===== src/rtl/cpu_pkg.sv =====
// Shared constants and encodings for the 8-bit pipelined CPU front end.
// Control_Unit uses the branch-select encoding; fetch uses its FSM states.
package cpu_pkg;

    localparam int PC_W    = 8;
    localparam int INSTR_W = 17;

    localparam logic [PC_W-1:0]    RESET_PC  = 8'h00;
    localparam logic [INSTR_W-1:0] NOP_INSTR = 17'h0;

    typedef enum logic [1:0] {
        S_BOOT,
        S_RUN,
        S_HOLD
    } fetch_state_e;

    typedef enum logic [1:0] {
        BS_NONE,
        BS_ZERO,
        BS_NZERO,
        BS_ALWAYS
    } bs_sel_e;

endpackage


===== src/rtl/fetch_skid_buffer.sv =====
// One-entry holding register for a ROM word that returned while decode stalled.
// clear wins over load so a redirect always discards the parked word.
module fetch_skid_buffer #(
    parameter int DATA_W = 17,
    parameter int TAG_W  = 8
) (
    input  logic              clk,
    input  logic              reset,
    input  logic              load,
    input  logic              clear,
    input  logic [DATA_W-1:0] data_in,
    input  logic [TAG_W-1:0]  tag_in,
    output logic [DATA_W-1:0] data,
    output logic [TAG_W-1:0]  tag,
    output logic              valid
);

    always_ff @(posedge clk or posedge reset) begin
        if (reset) begin
            data  <= '0;
            tag   <= '0;
            valid <= 1'b0;
        end else if (clear) begin
            valid <= 1'b0;
        end else if (load) begin
            data  <= data_in;
            tag   <= tag_in;
            valid <= 1'b1;
        end
    end

endmodule


===== src/rtl/instruction_fetch_stage.sv =====
// Fetch stage: owns the fetch PC, drives the 1-cycle ROM, and hands decode an
// instruction register with PC history, absorbing stalls and branch redirects.
module instruction_fetch_stage
    import cpu_pkg::*;
#(
    parameter int                  PC_W      = cpu_pkg::PC_W,
    parameter int                  INSTR_W   = cpu_pkg::INSTR_W,
    parameter logic [PC_W-1:0]     RESET_PC  = cpu_pkg::RESET_PC,
    parameter logic [INSTR_W-1:0]  NOP_INSTR = cpu_pkg::NOP_INSTR
) (
    input  logic               clk,
    input  logic               reset,
    input  logic               stall,
    input  logic               redirect_valid,
    input  logic [PC_W-1:0]    redirect_target,
    output logic               imem_rd_en,
    output logic [PC_W-1:0]    imem_addr,
    input  logic [INSTR_W-1:0] imem_data,
    output logic [INSTR_W-1:0] ir,
    output logic               ir_valid,
    output logic [PC_W-1:0]    pc_out,
    output logic [PC_W-1:0]    pc_minus_one,
    output logic [PC_W-1:0]    pc_minus_two
);

    fetch_state_e        state, state_nxt;
    logic [PC_W-1:0]     fetch_pc;
    logic [PC_W-1:0]     inflight_tag;
    logic                inflight;
    logic                issue;
    logic [PC_W-1:0]     issue_addr;
    logic                skid_load, skid_clear, skid_valid;
    logic [INSTR_W-1:0]  skid_data;
    logic [PC_W-1:0]     skid_tag;

    fetch_skid_buffer #(.DATA_W(INSTR_W), .TAG_W(PC_W)) u_skid (
        .clk     (clk),
        .reset   (reset),
        .load    (skid_load),
        .clear   (skid_clear),
        .data_in (imem_data),
        .tag_in  (inflight_tag),
        .data    (skid_data),
        .tag     (skid_tag),
        .valid   (skid_valid)
    );

    // Issue decision is kept free of reset so the flops below never see reset
    // as data; the ROM port is gated separately.
    always_comb begin
        issue      = 1'b0;
        issue_addr = fetch_pc;
        state_nxt  = state;
        skid_load  = 1'b0;
        skid_clear = 1'b0;
        if (redirect_valid) begin
            issue      = 1'b1;
            issue_addr = redirect_target;
            skid_clear = 1'b1;
            state_nxt  = S_RUN;
        end else begin
            case (state)
                S_BOOT: begin
                    issue     = 1'b1;
                    state_nxt = S_RUN;
                end
                S_RUN: begin
                    issue = !stall;
                    if (stall && inflight) begin
                        skid_load = 1'b1;
                        state_nxt = S_HOLD;
                    end
                end
                S_HOLD: begin
                    if (!stall) begin
                        issue      = 1'b1;
                        skid_clear = 1'b1;
                        state_nxt  = S_RUN;
                    end
                end
                default: state_nxt = S_BOOT;
            endcase
        end
    end

    assign imem_rd_en = issue && !reset;
    assign imem_addr  = reset ? RESET_PC : issue_addr;

    always_ff @(posedge clk or posedge reset) begin
        if (reset) begin
            state        <= S_BOOT;
            fetch_pc     <= RESET_PC;
            inflight     <= 1'b0;
            inflight_tag <= '0;
            ir           <= NOP_INSTR;
            ir_valid     <= 1'b0;
            pc_out       <= '0;
            pc_minus_one <= '0;
            pc_minus_two <= '0;
        end else begin
            state        <= state_nxt;
            inflight     <= issue;
            inflight_tag <= issue_addr;
            if (issue)
                fetch_pc <= issue_addr + PC_W'(1);

            if (redirect_valid || !stall) begin
                pc_minus_one <= pc_out;
                pc_minus_two <= pc_minus_one;
            end

            // A bubble keeps pc_out; only the history registers advance.
            if (redirect_valid) begin
                ir       <= NOP_INSTR;
                ir_valid <= 1'b0;
            end else if (!stall) begin
                if (skid_valid) begin
                    ir       <= skid_data;
                    ir_valid <= 1'b1;
                    pc_out   <= skid_tag;
                end else if (inflight) begin
                    ir       <= imem_data;
                    ir_valid <= 1'b1;
                    pc_out   <= inflight_tag;
                end else begin
                    ir       <= NOP_INSTR;
                    ir_valid <= 1'b0;
                end
            end
        end
    end

endmodule


===== config.mk =====
export PLATFORM = sky130hd
export DESIGN_NAME = instruction_fetch_stage
export DESIGN_NICKNAME = d
export VERILOG_FILES = /design/src/rtl/cpu_pkg.sv /design/src/rtl/fetch_skid_buffer.sv /design/src/rtl/instruction_fetch_stage.sv
export SDC_FILE = /design/constraint.sdc
export NUM_CORES = 1
export LEC_CHECK = 0
export CAP_MARGIN = 40
export CELL_PAD_IN_SITES_DETAIL_PLACEMENT = 0
export CELL_PAD_IN_SITES_GLOBAL_PLACEMENT = 1
export CORE_AREA = 2 2 98 100
export DETAILED_ROUTE_END_ITERATION = 12
export DIE_AREA = 0 0 100 102
export PLACE_DENSITY = 0.87
export SETUP_SLACK_MARGIN = 0.1
export SYNTH_ARGS = -nofsm -noshare
export SYNTH_HDL_FRONTEND = slang
export SYNTH_HIERARCHICAL = 1
export SYNTH_SLANG_ARGS = --single-unit

===== constraint.sdc =====
create_clock -name clk -period 4.93 [get_ports clk]
set_clock_uncertainty 0.2 [all_clocks]
set_input_delay 0.493 -clock clk [delete_from_list [all_inputs] [get_ports clk]]
set_output_delay 0.493 -clock clk [all_outputs]
set_load 0.05 [all_outputs]

After elaboration in Yosys (flattened, before gate mapping)
Cells that the tools add are included.
{ "op_classes": {"bitwise_logic": 3, "n_mux": 26, "n_eq_ne": 5, "div": 0, "n_shift": 0, "n_reduce_logical": 11, "n_addsub": 1, "magnitude_cmp": 0, "multipliers": 0} }
{ "op_table": {"columns": ["op", "count"], "rows": [
  ["$mux 17", 4],
  ["$mux 8", 4],
  ["$mux 1", 13],
  ["$add 8x1->8 const B", 1],
  ["$mux 2", 3],
  ["$ne 3x3->1 const B", 2],
  ["$pmux 2 s3", 1],
  ["$reduce_and 2->1", 2],
  ["$reduce_bool 2->1", 2],
  ["$not 1->1", 3],
  ["$pmux 1 s3", 1],
  ["$reduce_and 3->1", 1],
  ["$eq 2x1->1 const B", 1],
  ["$eq 2x2->1 const B", 1],
  ["$logic_and 1x1->1", 2],
  ["$logic_not 1->1", 2],
  ["$logic_not 2->1", 1],
  ["$ne 2x1->1 const B", 1],
  ["$logic_or 1x1->1", 1]
]} }
{ "word_totals": {"out_inout_bits": 51, "mem_bits_rw": 0, "mem_count": 0, "mem_bits_ro": 0, "latch_bits": 0, "input_bits": 29, "regBits": 87} }

Longest topological paths before layout
Gate-level depths: netlist (run 1).
{ "logic_depth": {"word_depth": 6, "depth_mapped": 9} }

Hierarchy
Netlist (run 1), hierarchy kept.
{ "modules_own_cells": {"columns": ["module", "area_per_inst_um2", "cells_per_inst", "seq_area_each_um2", "instances"], "rows": [
  ["instruction_fetch_stage", 2811.4, 247, 1526.5, 1],
  ["fetch_skid_buffer", 1083.5, 58, 650.6, 1]
]} }

Worst setup path after synthesis (run 1)
OpenSTA, ideal clock, no wires.
{ "synth_timing": {"kind": "input -> output", "start": "input reset", "end": "output imem_addr[1]", "path_stages": 3, "path_buffers": 1, "slack_ns": 1.687, "required_ns": 4.237, "t_arrival_ns": 2.550, "cell_sequence": "clkbuf_1 -> inv_1 -> and2_1"} }
{ "synth_between": {"elab_chain_cells": 1} }
{ "synth_lines": {"columns": ["item", "line", "source"], "rows": [
  ["from (decl)", "instruction_fetch_stage.sv:12", "input logic reset,"],
  ["$mux 8", "instruction_fetch_stage.sv:87", "assign imem_addr = reset ? RESET_PC : issue_addr;"],
  ["to (decl)", "instruction_fetch_stage.sv:17", "output logic [PC_W-1:0] imem_addr,"]
]} }
No other way between the ends.

Worst setup path in the final report (run 1)
Same ends and word-level chain as after synthesis.

==> parameters.txt, run 1 <==
Parameter                              Value

Outcome
  Result of the run    completed

Placement
  Count of buffers from port buffering    a little under 80
  Final HPWL from detailed placement    5.400 mm
  Post-place instance area    0.004755 mm²
  Gp weighted congestion    roughly 0.84

Drt
  Remaining number of nets flagged by the antenna check after routing    0
  Via density per instance    around 5.2
  Final wirelength    7.793 mm
  WL per Instance    15.71 µm
  Total via count in the routed design    2594
  Number of iterations in the first detailed-routing pass    4
  DRC viols    0
  Iteration-0 DRC count of the detailed router    63

Clock tree
  Number of instances resized during post-cts repair    0
  Clk root buf    clkbuf_8
  Count of buffers added by post-CTS timing repair for setup    0
  Worst-case clock buffer depth    2
  H-tree levels    3
  Sink count of the clock tree    87
  Clock tree from TritonCTS    yes
  Post-CTS Hold Buffers    0
  Number of CTS-inserted buffers    9
  Clock network latency to the later pin of the worst-skew pair    between 0.3 and 0.4 ns
  Clock-pin slew reported for the worst setup and hold paths after clock tree synthesis    approximately 0.090 ns

Flow run
  Max cap viols    0

Setup path
  Category of the worst setup path launch point    input pin
  Largest fanout on the critical path    28
  Critical path endpoint category    output pin
  Required @ worst endpoint    approximately 4.2 ns
  CP arrival    2.58 ns
  Setup Crit Path Kind    in2out

Hold path
  Worst hold-check path type    reg2reg

STA
  Final setup vio count    0
  Number of max-slew violations in the final report    0
  Transition time at the pin with the least slew margin    ~0.89 ns
  Count of endpoints failing hold in the final timing report    0
  Hold Worst Slack    a little under 0.3 ns
  Unrepaired setup endpoints after global routing    no
  Final critical path time including I/O delays and setup    3.273 ns
  Final worst path period share    0.6640
  Summed negative setup slack over all endpoints    0 ns
  Worst-case headroom to the max-slew limit    0.4090
  Max Freq    305.5 MHz

Floorplanning
  Count of boundary I/O pins    80
  Overall die height    between 100 and 150 µm
  Core Area    about 0.009 mm²
  Die Span X    100 µm
  Total die area    between 0.01 and 0.015 mm²
  Std cell rows    35
  Initial Util    0.4276

Synthesis
  Area share of the largest cell type after synthesis    0.5589
  Mux share of post-synthesis cell area    0.1847
  Biggest area consumer among synthesized cells    dfrtp_1
  Area contributors post-synth    dfrtp_1 56%, mux2_4 8.1%, mux2_2 4.6%
  Net count after synthesis    335
  Most common library cells after synthesis    87 x dfrtp_1, 24 x nor2_1, 21 x mux2_4
  Avg Cell Area, Syn    approximately 13 µm²
  Share of synthesized cell area in and, or, nand and nor gates    0.1066
  Compound-Gate Fraction of Synth Area    0.08705
  Sequential element share of the synthesized area    0.5589
  Area of the mapped netlist    between 0.003 and 0.004 mm²
  Number of storage elements in the synthesis netlist    87
  Synthesis Warnings    6
  Share of flip-flops with an asynchronous set or reset    1.000
  Prevailing post-synth register cell    dfrtp_1
  Most common cell in the netlist    dfrtp_1
  Syn Inst Count    ~310
  Post-synth EDFFs    0
  Combinational family with the most area after synthesis    multiplexers
  Number of distinct library cell variants in the gate-level netlist after synthesis    41
  Post-synthesis xor/xnor area fraction    0.01124
  Adder and majority cell fraction of the synthesized area    0.003212

Global routing
  Global-route congestion overflow total    0
  GRT Util Overall    0.1625
  Via count of the first global-routing pass    2622
  Maximum number of pins on one net before global-route repair    38
  Wire length of the first global-routing pass    12.95 mm
  Antenna violations before repair    0

Finish
  Layout cells sized above 1    0.1818
  Layout overhead on the synthesized area    27.27%
  Final #Nets    410
  Number of inserted diodes    0
  Final instance area    between 0.004 and 0.005 mm²

Power
  PwrDens    465.7 mW/mm²
  LEAKAGE    ~2.1 nW
  Maximum vdd drop    roughly 0.16 mV
-- layout make-up --
type / count / area (µm²)
tap: 111 / 138.9
clock inverter: 7 / 78.83
clock buffer: 9 / 123.9
fill: 805 / 4151
timing repair buffer: 85 / 870.8
sequential: 87 / 2177
multi-input combinational: 187 / 1530
inverter: 10 / 37.54
-- metrics by stage --
step | total power, W | utilization | worst slack [ns] | std cells
5_1_grt | 0.002427 | 0.5442 | 1.459 | 496
6_report | 0.002309 | 0.5442 | 1.657 | 496
3_5_place_dp | 0.001822 | 0.5220 | 1.581 | 480
2_1_floorplan | 0.001564 | - | 1.687 | 305
3_3_place_gp | 0.001795 | 0.5151 | 1.623 | 477
4_1_cts | 0.002333 | 0.5442 | 1.594 | 496
-- worst max-delay path, stage by stage --
cell	delay, ns
clkdlybuf4s50_1	0.56
inv_2	0.51
and2_1	0.21
clkdlybuf4s50_1	0.79
-- power breakdown --
group          internal (W)  leakage [nW]  switching (W)
Combinational      0.000339         0.938       0.000470
Clock              0.000241         0.105       0.000265
Sequential         0.000889          1.03       0.000105
Total               0.00147          2.07       0.000840
-- cell families after synthesis --
group           count (synthesis)
flops                          87
xor+xnor                        5
simple gates                   79
compound gates                 45
buf+inv                        31
fa+ha+maj                       1
mux                            57
-- per-layer routing --
layer	vias to the layer above	GRT usage	wire length [µm]
li1	1227	-	-
met1	1304	0.2186	3640
met2	52	0.2614	3792
met3	11	0.02941	230
met4	0	0.06955	129
met5	-	0	0
-- path summary, 6_finish.rpt --
path / startpoint / to / slack [ns] / cells past startpoint
setup / recovery: reset / imem_addr[1] / 1.66 / 4
hold / removal: pc_minus_two[0] / pc_minus_two[0] / 0.29 / 1
setup reg to reg: inflight / u_skid/tag[3] / 2.70 / 5
hold reg to reg: pc_minus_two[0] / pc_minus_two[0] / 0.29 / 1
max in group asynchronous: reset / inflight_tag[1] / 3.11 / 3
min in group asynchronous: reset / u_skid/tag[2] / 0.54 / 2
-- flip-flops by register name (all words and copies together), names as in the netlist, 2 cells and up --
| name | cells |
|---|---|
| u_skid/tag | 8 |
| pc_minus_one | 8 |
| ir | 17 |
| state | 2 |
| fetch_pc | 8 |
| pc_out | 8 |
| u_skid/data | 17 |
| inflight_tag | 8 |
| pc_minus_two | 8 |
-- cells in the final DEF (no fill, tap or decap), types with 2 or more instances in the layout --
| cell | netlist | routed |
|---|---|---|
| nor2b_1 | 17 | 17 |
| buf_4 | 0 | 4 |
| o21bai_1 | 2 | 2 |
| and2_1 | 3 | 3 |
| clkdlybuf4s50_1 | 0 | 78 |
| inv_1 | 8 | 7 |
| inv_2 | 2 | 3 |
| a21oi_1 | 16 | 16 |
| a21o_1 | 2 | 2 |
| buf_16 | 0 | 2 |
| nand2_1 | 7 | 7 |
| mux2i_1 | 12 | 12 |
| mux2_2 | 16 | 16 |
| nand2b_1 | 2 | 2 |
| nand3b_1 | 2 | 2 |
| o21ai_0 | 3 | 3 |
| inv_6 | 0 | 3 |
| nor2_1 | 24 | 24 |
| mux2_4 | 21 | 21 |
| dfrtp_1 | 87 | 87 |
| mux2_1 | 6 | 6 |
| a221oi_1 | 16 | 16 |
| clkbuf_8 | 0 | 9 |
| xnor2_1 | 4 | 4 |
| clkinv_4 | 0 | 2 |
| nand3_1 | 2 | 2 |
| nor3_1 | 17 | 17 |
Power figures use the tool's default switching activity.
==> run 2, diff against run 1 <==
--- a/config.mk
+++ b/config.mk
@@ -8,10 +8,10 @@
 export CAP_MARGIN = 40
 export CELL_PAD_IN_SITES_DETAIL_PLACEMENT = 0
 export CELL_PAD_IN_SITES_GLOBAL_PLACEMENT = 1
-export CORE_AREA = 2 2 98 100
+export CORE_AREA = 2 2 101 103
 export DETAILED_ROUTE_END_ITERATION = 12
-export DIE_AREA = 0 0 100 102
-export PLACE_DENSITY = 0.87
+export DIE_AREA = 0 0 103 105
+export PLACE_DENSITY = 0.82
 export SETUP_SLACK_MARGIN = 0.1
 export SYNTH_ARGS = -nofsm -noshare
 export SYNTH_HDL_FRONTEND = slang
==> constraint.sdc (replaced) <==
create_clock -name clk -period 3.4 [get_ports clk]
set_clock_uncertainty 0.2 [all_clocks]
set_input_delay 0.34 -clock clk [delete_from_list [all_inputs] [get_ports clk]]
set_output_delay 0.34 -clock clk [all_outputs]
set_load 0.05 [all_outputs]
==> run 2 against run 1 <==
Against the previous run:
- largest cell class unchanged
- via count is 2.3% lower
- clock power up 36%
- sequential share of layout area shrank 0.32 points
- worst setup slack worse by 0.88 ns
- clock-buffer cell count increased by 3
- routed wire length increased by 0.78%
- sequential power grew 45%
- critical endpoint is now imem_addr[2]
- register-to-register slack worse by 1.5 ns
- flip-flop and latch count unchanged
==> parameters.txt, run 2 (synthesis results as in run 1) <==
Parameter                              Value

Clock tree
  H-tree levels    3
  Sink count of the clock tree    between 80 and 90
  Clk root buf    clkbuf_8
  Count of buffers added by post-CTS timing repair for setup    0
  Number of instances resized during post-cts repair    0
  Number of CTS-inserted buffers    9
  Clock tree from TritonCTS    yes
  Post-CTS Hold Buffers    0
  Worst-case clock buffer depth    2
  Clock network latency to the later pin of the worst-skew pair    between 0.3 and 0.4 ns
  Clock-pin slew reported for the worst setup and hold paths after clock tree synthesis    0.07 ns

Drt
  Via density per instance    roughly 4.9
  Final wirelength    about 7.9 mm
  Iteration-0 DRC count of the detailed router    between 90 and 100
  Remaining number of nets flagged by the antenna check after routing    0
  Number of iterations in the first detailed-routing pass    5
  Total via count in the routed design    2534
  WL per Instance    15.10 µm
  DRC viols    0

Global routing
  Met3 Track Usage GR    0.02943
  Met2 global-route usage    0.2352
  Wire length of the first global-routing pass    around 13 mm
  Antenna violations before repair    0
  Met1 demand-to-capacity share in global routing    0.2198
  GRT Util Overall    0.1544
  GRT Max-Usage Layer    met2
  Global-route congestion overflow total    0
  Maximum number of pins on one net before global-route repair    40
  Via count of the first global-routing pass    approximately 2600

STA
  Unrepaired setup endpoints after global routing    no
  Number of max-slew violations in the final report    0
  Summed negative setup slack over all endpoints    0 ns
  Count of endpoints failing hold in the final timing report    0
  Final worst path period share    0.7712
  Transition time at the pin with the least slew margin    0.8492 ns
  Final setup vio count    0
  Final setup margin    0.7779 ns
  Final critical path time including I/O delays and setup    around 2.6 ns
  Worst-case headroom to the max-slew limit    0.4339
  Max Freq    381.4 MHz

Floorplanning
  Core Area    around 0.0096 mm²
  Initial Util    0.4041
  Total die area    about 0.011 mm²
  Count of boundary I/O pins    80
  Overall die height    105 µm
  Std cell rows    36
  Die Span X    103 µm

Finish
  Area occupied by registers    between 0.002 and 0.0025 mm²
  Final #Nets    412
  Number of inserted diodes    0
  Layout overhead on the synthesized area    28.20%
  Top Registers    ir (17), u_skid/data (17)
  Layout cells sized above 1    0.1886
  Commonest non-fill, non-tap cell in the layout    dfrtp_1
  Area of the multi-input gates    around 0.0015 mm²
  Top library cells by usage in the layout, fill and taps aside    87 x dfrtp_1, 77 x clkdlybuf4s50_1, 24 x nor2_1
  Filler cells    ~900

Setup path
  Critical path endpoint category    output pin
  Library cell contributing the largest single delay on the critical path    clkdlybuf4s50_1
  Critical path buffers and inverters    2
  Category of cells accounting for the largest share of critical-path delay    buffers and inverters
  Setup Crit Path Kind    in2out
  Crit-path cells    buf_2 -> mux2i_1 -> nor2_1 -> clkdlybuf4s50_1
  CP arrival    between 2 and 2.5 ns
  Required @ worst endpoint    between 2 and 3 ns
  Category of the worst setup path launch point    input pin
  Delay of the slowest cell on the worst path    about 0.72 ns
  Largest fanout on the critical path    18

Power
  Reported net switching power    between 0.001 and 0.0015 W
  Combinational group share of total power    0.355
  Int Power    around 0.0021 W
  Fraction of power spent switching nets    0.3623
  Final Total Pwr    around 0.0033 W
  Seq pwr share    0.437
  Maximum vdd drop    0.2175 mV
  PwrDens    between 600 and 700 mW/mm²
  Clock power frac    0.208
  LEAKAGE    between 2 and 2.5 nW

Placement
  Post-placement worst setup slack    ~0.75 ns
  Final HPWL from detailed placement    ~5.5 mm
  Gp weighted congestion    roughly 0.82
  Count of buffers from port buffering    between 70 and 80

Flow run
  Max cap viols    0

Outcome
  Result of the run    completed

Hold path
  Worst hold-check path type    reg2reg
run 2: cell types whose count changed in the layout (fill, tap and decap cells not counted):
cell	before	now
clkbuf_8	9	12
inv_6	3	0
buf_12	0	2
buf_4	4	6
clkinvlp_4	0	2
buf_16	2	1
bufinv_16	1	0
clkdlybuf4s50_1	78	77
clkinv_4	2	1
run 2: final timing paths:
check / startpoint / to / slack [ns] / cells past startpoint
setup reg to reg: inflight / u_skid/data[0] / 1.19 / 5
hold / removal: pc_minus_two[1] / pc_minus_two[1] / 0.29 / 1
max in group asynchronous: reset / u_skid/tag[0] / 2.11 / 3
setup / recovery: redirect_valid / imem_addr[2] / 0.78 / 4
min in group asynchronous: reset / u_skid/data[2] / 0.42 / 2
hold reg to reg: pc_minus_two[1] / pc_minus_two[1] / 0.29 / 1
run 2: worst register-to-register path, cell delays in order (launching register included):
cell,delay [ns]
dfrtp_1,0.43
nand3_1,0.11
nor3_1,0.37
nor2b_4,0.42
buf_12,0.24
mux2_4,0.33
run 2: area by class of cell:
class                           count  share of cell area
Inverter                           10            0.007517
Sequential cell                    87              0.4360
Clock inverter                      4            0.005763
Clock buffer                       12             0.03307
Multi-Input combinational cell    187              0.3064
Timing Repair Buffer               87              0.1779
Tap cell                          133             0.03333
run 2: metal layers:
metal  part of all wire  vias up
li1                   -     1218
met1               0.48     1238
met2               0.47       68
met3              0.042       10
met4              0.013        0
met5                  0        -
run 2: power by group through the flow:
stage	combinational, W	clock, W	sequential [W]
floorplan	0.000486	0	0.00178
global placement	0.00116	0	0.00146
detailed placement	0.00119	0	0.00146
CTS	0.00119	0.000707	0.00145
global route	0.00125	0.000753	0.00148
finish	0.00117	0.000689	0.00144
run 2: through the flow:
step             util  hold WS, ns  cells  cell area [µm²]
2_1_floorplan       -       0.1800    305             3895
3_3_place_gp   0.4943       0.2656    502             4765
3_5_place_dp   0.4979       0.2752    504             4800
4_1_cts        0.5180       0.2938    520             4994
5_1_grt        0.5180       0.3048    520             4994
6_report       0.5180       0.2887    520             4994
